File: src/rtl/evm_pkg.sv
// Shared widths and the FSM state type for the shared BCD converter.
package evm_pkg;

    localparam int BIN_W = 8;   // operand width
    localparam int BCD_W = 4;   // width of one BCD digit

    typedef enum logic [1:0] {
        IDLE = 2'd0,
        CONV = 2'd1,
        RESP = 2'd2
    } state_t;

endpackage

File: src/rtl/bcd_conv_arbiter_if.sv
// Request/response bundle between the requesters and the shared converter.
interface bcd_conv_arbiter_if
    import evm_pkg::*;
#(
    parameter int N_REQ = 4,
    parameter int ID_W  = 2
);

    logic [N_REQ-1:0]       req_valid;
    logic [BIN_W*N_REQ-1:0] req_bin;
    logic [N_REQ-1:0]       req_ready;
    logic                   rsp_valid;
    logic                   rsp_ready;
    logic [ID_W-1:0]        rsp_id;
    logic [BCD_W-1:0]       rsp_thousands;
    logic [BCD_W-1:0]       rsp_hundreds;
    logic [BCD_W-1:0]       rsp_tens;
    logic [BCD_W-1:0]       rsp_ones;

    // Requester side.
    modport master (
        output req_valid, req_bin, rsp_ready,
        input  req_ready, rsp_valid, rsp_id,
               rsp_thousands, rsp_hundreds, rsp_tens, rsp_ones
    );

    // Converter side.
    modport slave (
        input  req_valid, req_bin, rsp_ready,
        output req_ready, rsp_valid, rsp_id,
               rsp_thousands, rsp_hundreds, rsp_tens, rsp_ones
    );

endinterface

File: src/rtl/binary_to_bcd.sv
// Combinational 8-bit binary to 4-digit BCD converter (shift-and-add-3).
module binary_to_bcd
    import evm_pkg::*;
(
    input  logic [BIN_W-1:0] bin,
    output logic [BCD_W-1:0] thousands,
    output logic [BCD_W-1:0] hundreds,
    output logic [BCD_W-1:0] tens,
    output logic [BCD_W-1:0] ones
);

    // A digit of 5 or more would exceed 9 after the next doubling.
    function automatic logic [BCD_W-1:0] adj(input logic [BCD_W-1:0] d);
        return (d >= BCD_W'(5)) ? d + BCD_W'(3) : d;
    endfunction

    logic [BCD_W-1:0] d3, d2, d1, d0;
    logic [BIN_W-1:0] b;

    // Double-dabble: adjust every digit, then shift one operand bit in.
    always_comb begin
        // NOTE: every variable gets a value before any branch, so no latch is inferred.
        d3 = '0;
        d2 = '0;
        d1 = '0;
        d0 = '0;
        b  = bin;
        for (int i = 0; i < BIN_W; i++) begin
            d3 = adj(d3);
            d2 = adj(d2);
            d1 = adj(d1);
            d0 = adj(d0);
            {d3, d2, d1, d0, b} = {d3, d2, d1, d0, b} << 1;
        end
        thousands = d3;
        hundreds  = d2;
        tens      = d1;
        ones      = d0;
    end

endmodule

File: src/rtl/rr_arbiter.sv
// Combinational round-robin arbiter: scans from last+1 with wrap-around.
module rr_arbiter #(
    parameter int N_REQ = 4,
    parameter int ID_W  = $clog2(N_REQ)
) (
    input  logic [N_REQ-1:0] req,
    input  logic [ID_W-1:0]  last,
    input  logic             en,
    output logic [N_REQ-1:0] gnt,
    output logic [ID_W-1:0]  gnt_idx
);

    int                      shamt;
    logic [2*N_REQ-1:0]      req2;
    logic [2*N_REQ-1:0]      win2;
    logic [N_REQ-1:0]        rot;
    logic [N_REQ-1:0]        lsb;
    logic [N_REQ-1:0]        raw;
    logic [ID_W-1:0]         acc [N_REQ+1];

    // Rotate so last+1 sits at bit 0, keep the lowest request, rotate back.
    always_comb begin
        shamt = int'(last) + 1;
        req2  = {req, req} >> shamt;
        rot   = req2[N_REQ-1:0];
        lsb   = rot & (~rot + N_REQ'(1));
        win2  = {lsb, lsb} << shamt;
        raw   = win2[2*N_REQ-1:N_REQ];
        gnt   = en ? raw : '0;
    end

    // One-hot to index encoder as an OR chain.
    assign acc[0] = '0;
    for (genvar i = 0; i < N_REQ; i++) begin : g_enc
        assign acc[i+1] = acc[i] | (raw[i] ? ID_W'(i) : '0);
    end
    assign gnt_idx = acc[N_REQ];

endmodule

File: src/rtl/bcd_conv_arbiter.sv
// One binary_to_bcd converter shared round-robin among N_REQ requesters,
// with registered operand and registered result.
module bcd_conv_arbiter
    import evm_pkg::*;
#(
    parameter int N_REQ = 4,
    parameter int ID_W  = 2
) (
    input  logic                clk,
    input  logic                rst_n,
    bcd_conv_arbiter_if.slave   bus,
    output logic                busy
);

    state_t           state;
    state_t           state_nxt;
    logic [BIN_W-1:0] operand;
    logic [ID_W-1:0]  owner;
    logic [ID_W-1:0]  last;
    logic             arb_en;
    logic             take;
    logic [N_REQ-1:0] gnt;
    logic [ID_W-1:0]  gnt_idx;
    logic [BIN_W-1:0] sel_bin;
    logic [BCD_W-1:0] conv_th, conv_hu, conv_te, conv_on;

    rr_arbiter #(
        .N_REQ (N_REQ),
        .ID_W  (ID_W)
    ) u_arb (
        .req     (bus.req_valid),
        .last    (last),
        .en      (arb_en),
        .gnt     (gnt),
        .gnt_idx (gnt_idx)
    );

    binary_to_bcd u_conv (
        .bin       (operand),
        .thousands (conv_th),
        .hundreds  (conv_hu),
        .tens      (conv_te),
        .ones      (conv_on)
    );

    assign bus.req_ready = gnt;
    assign take          = |gnt;
    assign sel_bin       = BIN_W'(bus.req_bin >> (int'(gnt_idx) * BIN_W));

    // State register.
    always_ff @(posedge clk or negedge rst_n) begin
        // NOTE: non-blocking updates so all registers sample pre-edge values together.
        if (!rst_n) state <= IDLE;
        else        state <= state_nxt;
    end

    // Next-state logic.
    always_comb begin
        state_nxt = state;
        case (state)
            IDLE:    if (|bus.req_valid) state_nxt = CONV;
            CONV:    state_nxt = RESP;
            RESP:    if (bus.rsp_ready) state_nxt = (|bus.req_valid) ? CONV : IDLE;
            default: state_nxt = IDLE;
        endcase
    end

    // Outputs: grant window is IDLE, or RESP in the cycle the result is consumed.
    always_comb begin
        arb_en = rst_n && ((state == IDLE) || ((state == RESP) && bus.rsp_ready));
        busy   = (state != IDLE);
    end

    // Operand, owner and round-robin pointer captured on a grant.
    always_ff @(posedge clk or negedge rst_n) begin
        if (!rst_n) begin
            operand <= '0;
            owner   <= '0;
            last    <= ID_W'(N_REQ - 1);
        end else if (take) begin
            operand <= sel_bin;
            owner   <= gnt_idx;
            last    <= gnt_idx;
        end
    end

    // Result register: loads in CONV, holds until consumed.
    always_ff @(posedge clk or negedge rst_n) begin
        if (!rst_n) begin
            bus.rsp_valid     <= 1'b0;
            bus.rsp_id        <= '0;
            bus.rsp_thousands <= '0;
            bus.rsp_hundreds  <= '0;
            bus.rsp_tens      <= '0;
            bus.rsp_ones      <= '0;
        end else if (state == CONV) begin
            bus.rsp_valid     <= 1'b1;
            bus.rsp_id        <= owner;
            bus.rsp_thousands <= conv_th;
            bus.rsp_hundreds  <= conv_hu;
            bus.rsp_tens      <= conv_te;
            bus.rsp_ones      <= conv_on;
        end else if ((state == RESP) && bus.rsp_ready) begin
            bus.rsp_valid     <= 1'b0;
        end
    end

endmodule
File: src/flat_wrapper.sv
// flat-port wrapper written by rule: the top's interface ports become plain ports
module bcd_conv_arbiter_flat import evm_pkg::*;
#(
    parameter int N_REQ = 4,
    parameter int ID_W  = 2
)
  (clk, rst_n, busy, bus_req_valid, bus_req_bin, bus_rsp_ready, bus_req_ready, bus_rsp_valid, bus_rsp_id, bus_rsp_thousands, bus_rsp_hundreds, bus_rsp_tens, bus_rsp_ones);
  bcd_conv_arbiter_if #(.N_REQ(N_REQ), .ID_W(ID_W)) bus_i ();
  input  logic clk;
  input  logic rst_n;
  output logic busy;
  input wire logic [$bits(bus_i.req_valid)-1:0] bus_req_valid;
  input wire logic [$bits(bus_i.req_bin)-1:0] bus_req_bin;
  input wire logic [$bits(bus_i.rsp_ready)-1:0] bus_rsp_ready;
  output wire logic [$bits(bus_i.req_ready)-1:0] bus_req_ready;
  output wire logic [$bits(bus_i.rsp_valid)-1:0] bus_rsp_valid;
  output wire logic [$bits(bus_i.rsp_id)-1:0] bus_rsp_id;
  output wire logic [$bits(bus_i.rsp_thousands)-1:0] bus_rsp_thousands;
  output wire logic [$bits(bus_i.rsp_hundreds)-1:0] bus_rsp_hundreds;
  output wire logic [$bits(bus_i.rsp_tens)-1:0] bus_rsp_tens;
  output wire logic [$bits(bus_i.rsp_ones)-1:0] bus_rsp_ones;
  assign bus_i.req_valid = bus_req_valid;
  assign bus_i.req_bin = bus_req_bin;
  assign bus_i.rsp_ready = bus_rsp_ready;
  assign bus_req_ready = bus_i.req_ready;
  assign bus_rsp_valid = bus_i.rsp_valid;
  assign bus_rsp_id = bus_i.rsp_id;
  assign bus_rsp_thousands = bus_i.rsp_thousands;
  assign bus_rsp_hundreds = bus_i.rsp_hundreds;
  assign bus_rsp_tens = bus_i.rsp_tens;
  assign bus_rsp_ones = bus_i.rsp_ones;
  bcd_conv_arbiter #(.N_REQ(N_REQ), .ID_W(ID_W)) u_core (.clk(clk), .rst_n(rst_n), .bus(bus_i), .busy(busy));
endmodule
File: config.mk
export PLATFORM = sky130hd
export DESIGN_NAME = bcd_conv_arbiter_flat
export DESIGN_NICKNAME = d
export VERILOG_FILES = /design/src/rtl/evm_pkg.sv /design/src/rtl/bcd_conv_arbiter_if.sv /design/src/rtl/binary_to_bcd.sv /design/src/rtl/rr_arbiter.sv /design/src/rtl/bcd_conv_arbiter.sv /design/src/flat_wrapper.sv
export SDC_FILE = /design/constraint.sdc
export NUM_CORES = 1
export LEC_CHECK = 0
export ABC_AREA = 1
export CAP_MARGIN = 20
export CORE_MARGIN = 4
export CORE_UTILIZATION = 50
export CTS_BUF_LIST = sky130_fd_sc_hd__clkbuf_8 sky130_fd_sc_hd__clkbuf_16
export DETAILED_ROUTE_END_ITERATION = 6
export PLACE_DENSITY = 0.81
export SLEW_MARGIN = 20
export SYNTH_ARGS = -nofsm -noshare
export SYNTH_HDL_FRONTEND = slang
export SYNTH_SLANG_ARGS = --single-unit
File: constraint.sdc
create_clock -name clk -period 4.7 [get_ports clk]
set_clock_uncertainty 0.1 [all_clocks]
set_input_delay 0.94 -clock clk [delete_from_list [all_inputs] [get_ports clk]]
set_output_delay 0.94 -clock clk [all_outputs]
set_load 0.01 [all_outputs]
# Word level (Yosys, flattened, before mapping)
# Cells that the tools add are included.
# word_totals
regBits	33
wordCells	108
# op_classes
n_addsub	24
magnitude_cmp	22
n_eq_ne	4
shift	3
n_mux	32
n_bitwise	4
reduce_logical	9
# op_table
cell	count
greater-or-equal comparator 4 x 3 -> 1 bit, second input constant	18
two-way mux 4 bit	16
adder 4 x 2 -> 4 bit, second input constant	15
left shift 8 x 32 -> 8 bit	1
right shift 32 x 5 -> 8 bit	1
right shift 8 x 32 -> 4 bit	1
two-way mux 3 bit	7
adder 1 x 2 -> 3 bit, both inputs constant	3
adder 3 x 2 -> 3 bit, second input constant	3
greater-or-equal comparator 1 x 3 -> 1 bit, both inputs constant	3
two-way mux 2 bit	4
OR reduction 4 bit	2
one-hot mux 2 bit (3 select lines)	1
adder 4 x 1 -> 4 bit, second input constant	1
bitwise AND 4 bit	1
two-way mux 1 bit	4
inverter 4 bit	1
nonzero test 2 bit	2
adder 1 x 2 -> 3 bit, second input constant	1
adder 2 x 1 -> 3 bit, second input constant	1
greater-or-equal comparator 1 x 3 -> 1 bit, second input constant	1
equality test 2 x 1 -> 1 bit, second input constant	1
equality test 2 bit, second input constant	1
logical AND 1 bit	2
other kinds (7)	7

# Longest topological paths before layout
# Gate-level depths: netlist of run 1.
# depth
ltp_word	14
mapped_depth	34
mapped_depth_nobuf	34

# Modules after synthesis
# From an unflattened synthesis of run 1, not the netlist that was laid out.
# unflattened
hier_cells	474
area_unflattened_um2	3030.4
# modules_own_cells
mod	instances	cells_each	area_per_inst_um2	seq_area_each_um2
bcd_conv_arbiter	1	240	1751.7	828.3
binary_to_bcd	1	166	923.4	0.0
rr_arbiter	1	68	355.3	0.0

# Worst setup path after synthesis of run 1
# OpenSTA, ideal clock, no wires.
# synth_timing
path_type	flip-flop to flip-flop
startpoint	reg u_core.operand[5]
endpoint	reg u_core.bus.rsp_tens[1] in the netlist's numbering
arrival_time_ns	3.571
required_ns	4.535
slack_ns	0.964
path_stages_with_launch	33
cell_sequence	dfrtp_1 > inv_1 > ha_1 > inv_1 > ha_1 > inv_2 > nand2_2 > nand2_1 > nand2_1 > ha_1 > inv_1 > or2_1 > nand3_2 > nand2_2 > nand2_1 > nand2_1 > inv_2 > ha_1 > inv_1 > nor2_1 > inv_1 > nand4_1 > nand3_1 > ha_1 > a21oi_1 > inv_1 > o21ai_0 > nand2_1 > nand2_1 > nand2_1 > nand2_1 > nand2_1 > nand2_1
# synth_between
elab_chain_len	10
word_cells_on_any_way	24
classes_between	8 x add/sub; 8 x order compare; 8 x mux
# synth_rtl
item	line	rtl
start, declared	bcd_conv_arbiter.sv:17	logic [BIN_W-1:0] operand;
start signal, assigned	bcd_conv_arbiter.sv:81	operand <= sel_bin;
adder 4 x 2 -> 4 bit / greater-or-equal comparator 4 x 3 -> 1 bit (equally long branches)	binary_to_bcd.sv:14	return (d >= BCD_W'(5)) ? d + BCD_W'(3) : d;
two-way mux 4 bit *	binary_to_bcd.sv:14	
adder 4 x 2 -> 4 bit / greater-or-equal comparator 4 x 3 -> 1 bit (equally long branches)	binary_to_bcd.sv:14	
two-way mux 4 bit	binary_to_bcd.sv:14	
adder 4 x 2 -> 4 bit / greater-or-equal comparator 4 x 3 -> 1 bit (equally long branches)	binary_to_bcd.sv:14	
two-way mux 4 bit	binary_to_bcd.sv:14	
adder 4 x 2 -> 4 bit / greater-or-equal comparator 4 x 3 -> 1 bit (equally long branches)	binary_to_bcd.sv:14	
two-way mux 4 bit	binary_to_bcd.sv:14	
adder 4 x 2 -> 4 bit / greater-or-equal comparator 4 x 3 -> 1 bit (equally long branches)	binary_to_bcd.sv:14	
two-way mux 4 bit *	binary_to_bcd.sv:14	
end signal, assigned	bcd_conv_arbiter.sv:101	bus.rsp_tens <= conv_te;
end, declared	bcd_conv_arbiter_if.sv:31	rsp_thousands, rsp_hundreds, rsp_tens, rsp_ones
# Every way passes the cells marked *; elsewhere a longest branch is shown, timed or not.
# A chain may end at the register's enable or synchronous reset.

# Worst setup path after layout of run 1
# layout_timing
startpoint	in bus_req_valid[1]
endpoint	out bus_req_ready[2]
# layout_between
elab_chain_len	6
# layout_rtl
item	line	rtl
start, declared	flat_wrapper.sv:12	input wire logic [$bits(bus_i.req_valid)-1:0] bus_req_valid;
right shift 8 x 32 -> 4 bit *	rr_arbiter.sv:24	req2 = {req, req} >> shamt;
inverter 4 bit	rr_arbiter.sv:26	lsb = rot & (~rot + N_REQ'(1));
adder 4 x 1 -> 4 bit	rr_arbiter.sv:26	
bitwise AND 4 bit *	rr_arbiter.sv:26	
left shift 8 x 32 -> 8 bit *	rr_arbiter.sv:27	win2 = {lsb, lsb} << shamt;
two-way mux 4 bit *	rr_arbiter.sv:29	gnt = en ? raw : '0;
end, declared	flat_wrapper.sv:15	output wire logic [$bits(bus_i.req_ready)-1:0] bus_req_ready;
# Marks and branches as above.

==> results by group, run 1 <==
GRT
  – Initial antenna violation count: 0
  – Largest net degree at the start of global routing: 28
  – Tot GR Track Use: approximately 17%
  – Via count of the first global-routing pass: 2270
  – First-pass GRT wire length: just over 9000 µm
  – Grt ovf: 0

Finish
  – Fillers: about 470
  – Final nets: approximately 480
  – Syn-to-layout area delta: 24.63%
  – Fin util: 65.84%
  – Ant. Diodes: 0
  – Layout cell share with drive strength beyond 1: between 10% and 20%

STA
  – Worst rel slew slack: between 50% and 60%
  – Min Tclk post-route: 4.295 ns
  – RSZ-0062 raised after global routing: no
  – Final period utilization: 91.39%
  – Final hold viol count: 0
  – Count of final setup violators: 0
  – Setup TNS: 0 ns
  – Worst Tran Pin Value: 0.7227 ns
  – Max Transition Viols Final: 0
  – Peak Freq: between 0.2 and 0.25 GHz

Synth
  – FF+latch count, synth: 27
  – Syn Std Cell Area: 2545 µm²
  – Synth Warn #: 0
  – Yosys cell types: 37
  – Seq/Total Area, Yosys: 26.65%
  – Gate Count Post-Synth: 372
  – Synth Area per Inst: between 6 and 7 µm²

Routing
  – Detailed-route DRC error count: 0
  – Routed WL: 5093 µm
  – Wire length per cell: ~10 µm
  – Post-DR vias/cell: 4.858
  – Routed Antenna Nets: 0
  – Drt pass-1 iters: 4
  – Vias: 2390
  – Initial drt markers: 43

Floorplan
  – Core area: 4817 µm²
  – Die W: 79.35 µm
  – Initial Util: 52.83%
  – IO Pins: 63
  – Die Y-Extent: between 70 and 80 µm
  – FP Rows: 25
  – Die ar.: around 6300 µm²

Placed design
  – GP Congestion: 0.8254
  – Number of port buffers: 56
  – Detailed placer's ending HPWL: 4307 µm

CTS
  – Worst-path clk slew: 0.10 ns
  – Clock net sink count: 27
  – Post-CTS Hold Buffers: 0
  – CTS Buffer Depth: 2
  – CTS Root Cell: clkbuf_8
  – H-tree Lvls: 1
  – Worst-Skew Late Latency: ~0.28 ns
  – TritonCTS clock tree: built
  – TritonCTS buffer count: 3

Run status
  – Outcome: finished, final reports clean

Hold path
  – Hold/Removal Path Class: register to register

Critical path
  – Worst-path fanout max: 3
  – Slowest stage delay, CP: between 0.6 and 0.7 ns
  – CP bufs+invs: 3
  – Setup crit end kind: primary output
  – Arrival time worst endpoint: 3.26 ns
  – Cell-by-cell trace of the critical path: clkdlybuf4s50_1, o21ai_1, nand2_1, nand2_2, nand2_2, inv_4, nand2_4, o21ai_2, nand3_1, a21oi_2, clkdlybuf4s50_1
  – Critical-path top delay cell: clkdlybuf4s50_1
  – CP startpoint kind: primary input
  – Setup CP Type: primary input to primary output
  – Data required, critical path: 3.66 ns
  – Top delay family on crit path: buffers and inverters

Job
  – Max-cap check violation count: 0
-- layout by cell type (no fill, tap or decap), types with 2 or more instances in the layout --
cell type and count:
a21oi_1 10, a21oi_2 3, buf_4 2, clkbuf_8 3
clkdlybuf4s50_1 56, conb_1 6, dfrtp_1 25, dfstp_2 2
ha_1 10, inv_1 49, inv_2 5, inv_4 2
nand2_1 104, nand2_2 29, nand2_4 2, nand3_1 36
nand3_2 6, nand4_1 2, nor2_1 12, nor2_8 2
nor3_1 2, o211ai_1 3, o21ai_0 15, o21ai_1 19
o21ai_2 6, o21ai_4 2, or2_1 2
-- synthesized netlist by cell type --
master	count	share of area, %
o21ai_2	6	2.1
nor2_1	12	1.8
nand2_8	1	0.79
ha_1	10	4.9
inv_1	49	7.2
nand3_2	6	2.4
nand2_1	104	15
o21bai_1	1	0.30
nor2_8	2	1.6
inv_4	2	0.49
a21boi_4	1	0.74
buf_2	2	0.39
inv_6	1	0.34
xnor2_1	1	0.34
o211ai_1	3	0.88
nand2_2	29	7.1
inv_2	5	0.74
o2111ai_1	1	0.34
o21ai_0	16	3.1
a21oi_1	10	2.0
nor3_1	2	0.39
o31ai_1	1	0.30
nand2_4	2	0.88
or2_1	2	0.49
a31oi_4	1	0.84
o22ai_2	1	0.49
a21oi_2	3	1.0
buf_4	8	2.4
dfrtp_1	25	25
o21ai_1	18	3.5
dfstp_2	2	2.1
conb_1	1	0.15
nand3_1	36	7.1
nand4_1	2	0.49
o21ai_4	2	1.3
buf_6	2	0.88
clkbuf_1	2	0.30
-- tightest hold or removal path: cells and delay by family (launching register included) --
kind | cells | cell delay [ns]
AND/OR/NAND/NOR | 2 | 0.10
flip-flops | 1 | 0.36
-- area by class of cell --
cell class                      count  area [µm²]  area share (%)
Tap cell                           67       83.83           2.643
Sequential cell                    27       678.2           21.38
Clock buffer                        3       41.29           1.302
Timing Repair Buffer               58       575.6           18.15
Clock inverter                      1       7.507          0.2367
Inverter                           57       224.0           7.061
Multi-Input combinational cell    279        1562           49.23
-- per-stage QoR --
step,instance area [µm²],std cells,worst slack [ns],hold WS (ns)
after floorplan,2564,377,0.9638,0.3498
after global placement,3123,488,0.4491,0.3570
after detailed placement,3123,488,0.4075,0.3665
after CTS,3172,492,0.3965,0.3915
after global routing,3172,492,0.04973,0.4155
final,3172,492,0.4046,0.3857
-- kinds of logic after synthesis --
family,after synthesis,share of synthesized area (%)
and+or+nand+nor,198,38.30
buffers and inverters,71,12.73
AOI/OAI and AO/OA,64,16.91
DFF,27,26.65
adders and majority gates,10,4.916
xor gates and xnor gates,1,0.3442
other,1,0.1474
-- sequential cells by signal, indices dropped and copies added (netlist names) --
register / count
u_core.operand: 8
u_core.bus.rsp_ones: 4
u_core.bus.rsp_tens: 4
u_core.bus.rsp_hundreds: 2
u_core.bus.rsp_id: 2
u_core.last: 2
u_core.owner: 2
u_core.state: 2
u_core.bus.rsp_valid: 1
-- per-layer routing --
| metal | GRT usage (%) | routed length, µm | share of wire (%) |
|---|---|---|---|
| met1 | 21.59 | 2363 | 46 |
| met2 | 31.82 | 2392 | 47 |
| met3 | 2.608 | 280 | 5.5 |
| met4 | 4.124 | 57 | 1.1 |
| met5 | 0 | 0 | 0 |
-- path summary, 6_finish.rpt --
kind | cells past startpoint | startpoint | endpoint | slack (ns)
setup / recovery | 11 | bus_req_valid[1] | bus_req_ready[2] | 0.40
hold / removal | 2 | u_core.bus.rsp_ones[1] | u_core.bus.rsp_ones[1] | 0.39
setup reg to reg | 32 | u_core.operand[5] | u_core.bus.rsp_tens[1] | 0.55
hold reg to reg | 2 | u_core.bus.rsp_ones[1] | u_core.bus.rsp_ones[1] | 0.39
max in group asynchronous | 2 | rst_n | u_core.last[0] | 3.24
min in group asynchronous | 2 | rst_n | u_core.bus.rsp_valid | 0.96
-- repair_timing --
item | in CTS | in global routing
setup buffers | 0 | 0
gates resized for setup | 0 | 1
endpoints found under the setup margin | 0 | 2
Power of run 1 is not shown: default switching activity piles up to over one toggle a cycle in this logic, so the estimate is an artifact.
==> run 2, diff against run 1 <==
--- a/config.mk
+++ b/config.mk
@@ -8,10 +8,9 @@
 export ABC_AREA = 1
 export CAP_MARGIN = 20
 export CORE_MARGIN = 4
-export CORE_UTILIZATION = 50
+export CORE_UTILIZATION = 30
 export CTS_BUF_LIST = sky130_fd_sc_hd__clkbuf_8 sky130_fd_sc_hd__clkbuf_16
 export DETAILED_ROUTE_END_ITERATION = 6
-export PLACE_DENSITY = 0.81
 export SLEW_MARGIN = 20
 export SYNTH_ARGS = -nofsm -noshare
 export SYNTH_HDL_FRONTEND = slang
==> results by group, run 2 (synthesis results as in run 1) <==
Run status
  – Outcome: finished, final reports clean

Floorplan
  – Die ar.: 10020 µm²
  – Initial Util: 30.97%
  – Core area: 8217 µm²
  – Die W: 100.1 µm
  – IO Pins: 63
  – FP Rows: 33
  – Die Y-Extent: between 100 and 150 µm

Job
  – Max-cap check violation count: 0

Routing
  – Detailed-route DRC error count: 0
  – Routed WL: 5399 µm
  – Vias: about 2.3k
  – Post-DR vias/cell: 4.286
  – Routed Antenna Nets: 0
  – Initial drt markers: 130
  – Wire length per cell: 10.17 µm
  – Drt pass-1 iters: 4

CTS
  – H-tree Lvls: 1
  – Post-CTS setup buffer count: 0
  – CTS Root Cell: clkbuf_8
  – Post-CTS Hold Buffers: 0
  – TritonCTS clock tree: built
  – TritonCTS buffer count: 3
  – # resized after CTS: 0
  – Clock net sink count: 27
  – Worst-Skew Late Latency: 0.27 ns
  – Worst-path clk slew: 0.10 ns
  – CTS Buffer Depth: 2

Finish
  – Syn-to-layout area delta: 26.70%
  – Fillers: between 800 and 900
  – Ant. Diodes: 0
  – Max reg flops: 8
  – Final nets: 476
  – Commonest non-fill, non-tap cell in the layout: nand2_1
  – Footprint of the multi-input gates: 1562 µm²
  – Storage cell area: 678.2 µm²
  – Layout cell share with drive strength beyond 1: approximately 17%
  – Commonest non-fill, non-tap cells in the layout: nand2_1, clkdlybuf4s50_1, inv_1
  – Biggest regs: u_core.operand x8, u_core.bus.rsp_ones x4, u_core.bus.rsp_tens x4
  – Most flop-heavy register: u_core.operand

STA
  – Final period utilization: about 92%
  – Count of final setup violators: 0
  – Setup TNS: 0 ns
  – Min Tclk post-route: 4.324 ns
  – Peak Freq: 0.2313 GHz
  – RSZ-0062 raised after global routing: no
  – Final hold viol count: 0
  – Max Transition Viols Final: 0

Critical path
  – Worst-path fanout max: 3
  – Slowest stage delay, CP: between 0.6 and 0.7 ns
  – Cells on worst reg2reg path: 32
  – Critical-path top delay cell: clkdlybuf4s50_1
  – Arrival time worst endpoint: 3.28 ns
  – CP bufs+invs: 3
  – Crit path depth: 12
  – Setup crit end kind: primary output
  – Setup CP Type: primary input to primary output
  – Top delay family on crit path: buffers and inverters
  – Cell-by-cell trace of the critical path: clkdlybuf4s50_1, inv_1, nand2_1, o21ai_0, nand2_1, nand2_1, nor2_1, nand2_4, o21ai_2, nand3_1, a21oi_2, clkdlybuf4s50_1
  – CP startpoint kind: primary input
  – Data required, critical path: 3.66 ns
  – Top cell by count, worst path: nand2_1

GRT
  – Initial antenna violation count: 0
  – Grt ovf: 0
  – Largest net degree at the start of global routing: 28
  – First-pass GRT wire length: around 9300 µm
  – Via count of the first global-routing pass: 2115
  – Tot GR Track Use: 11.02%

Placed design
  – GP Congestion: 0.8047
  – Detailed placer's ending HPWL: 4518 µm
  – Number of port buffers: 56

Hold path
  – Hold/Removal Path Class: register to register
  – WHS Path Cells: 2
-- run 2: final cells by class --
class / instances / area share, %
clock buffers: 3 / 1.281
inverters: 57 / 6.946
repair buffers: 59 / 18.08
flip-flops and latches: 27 / 21.03
clock inverters: 1 / 0.1552
multi-input cells: 279 / 48.43
well taps: 105 / 4.075
-- run 2: metrics by stage --
stage / utilization, % / cells / cell area, µm² / setup slack (ns) / hold WS, ns
after global placement: 38.68 / 527 / 3178 / 0.4169 / 0.3564
after floorplan: - / 377 / 2564 / 0.9638 / 0.3498
after detailed placement: 38.68 / 527 / 3178 / 0.3791 / 0.3579
after CTS: 39.24 / 531 / 3224 / 0.3692 / 0.3822
final: 39.24 / 531 / 3224 / 0.3760 / 0.3760
after global routing: 39.24 / 531 / 3224 / 0.1008 / 0.4137
-- run 2: path summary, 6_finish.rpt --
kind                                         from                          to  slack (ns)
max in group asynchronous                   rst_n              u_core.last[0]        3.16
min in group asynchronous                   rst_n  u_core.bus.rsp_hundreds[1]        1.03
setup reg to reg                u_core.operand[5]      u_core.bus.rsp_tens[1]        0.60
setup / recovery                 bus_req_valid[3]            bus_req_ready[2]        0.38
hold / removal             u_core.bus.rsp_ones[0]      u_core.bus.rsp_ones[0]        0.38
hold reg to reg            u_core.bus.rsp_ones[0]      u_core.bus.rsp_ones[0]        0.38
-- run 2: worst reg2reg max path: cells and delay by family, from the launching register on --
kind / cells / cell delay (ns)
AND/OR/NAND/NOR: 17 / 1.53
adder cells (fa/ha/maj): 5 / 0.94
buffers and inverters: 8 / 0.57
AO/OA/AOI/OAI: 2 / 0.48
flip-flops: 1 / 0.42
-- run 2: layer usage --
metal  vias up  GRT usage (%)  part of all wire (%)  wire length (µm)
li1       1286              -                     -                 -
met1       934          15.67                    51              2769
met2        54          17.50                    42              2261
met3         2          1.946                   6.3               338
met4         0          2.487                  0.54                29
met5         -              0                     0                 0
Power of run 2 is left out for the same reason.
==> run 3, diff against run 2 <==
--- a/config.mk
+++ b/config.mk
@@ -10,6 +10,7 @@
 export CORE_MARGIN = 4
 export CORE_UTILIZATION = 30
 export CTS_BUF_LIST = sky130_fd_sc_hd__clkbuf_8 sky130_fd_sc_hd__clkbuf_16
+export CTS_CLUSTER_SIZE = 40
 export DETAILED_ROUTE_END_ITERATION = 6
 export SLEW_MARGIN = 20
 export SYNTH_ARGS = -nofsm -noshare
==> results of run 3 <==
Final layout, timing and power as in run 2 (identical DEF).
Power of run 3 is left out for the same reason.
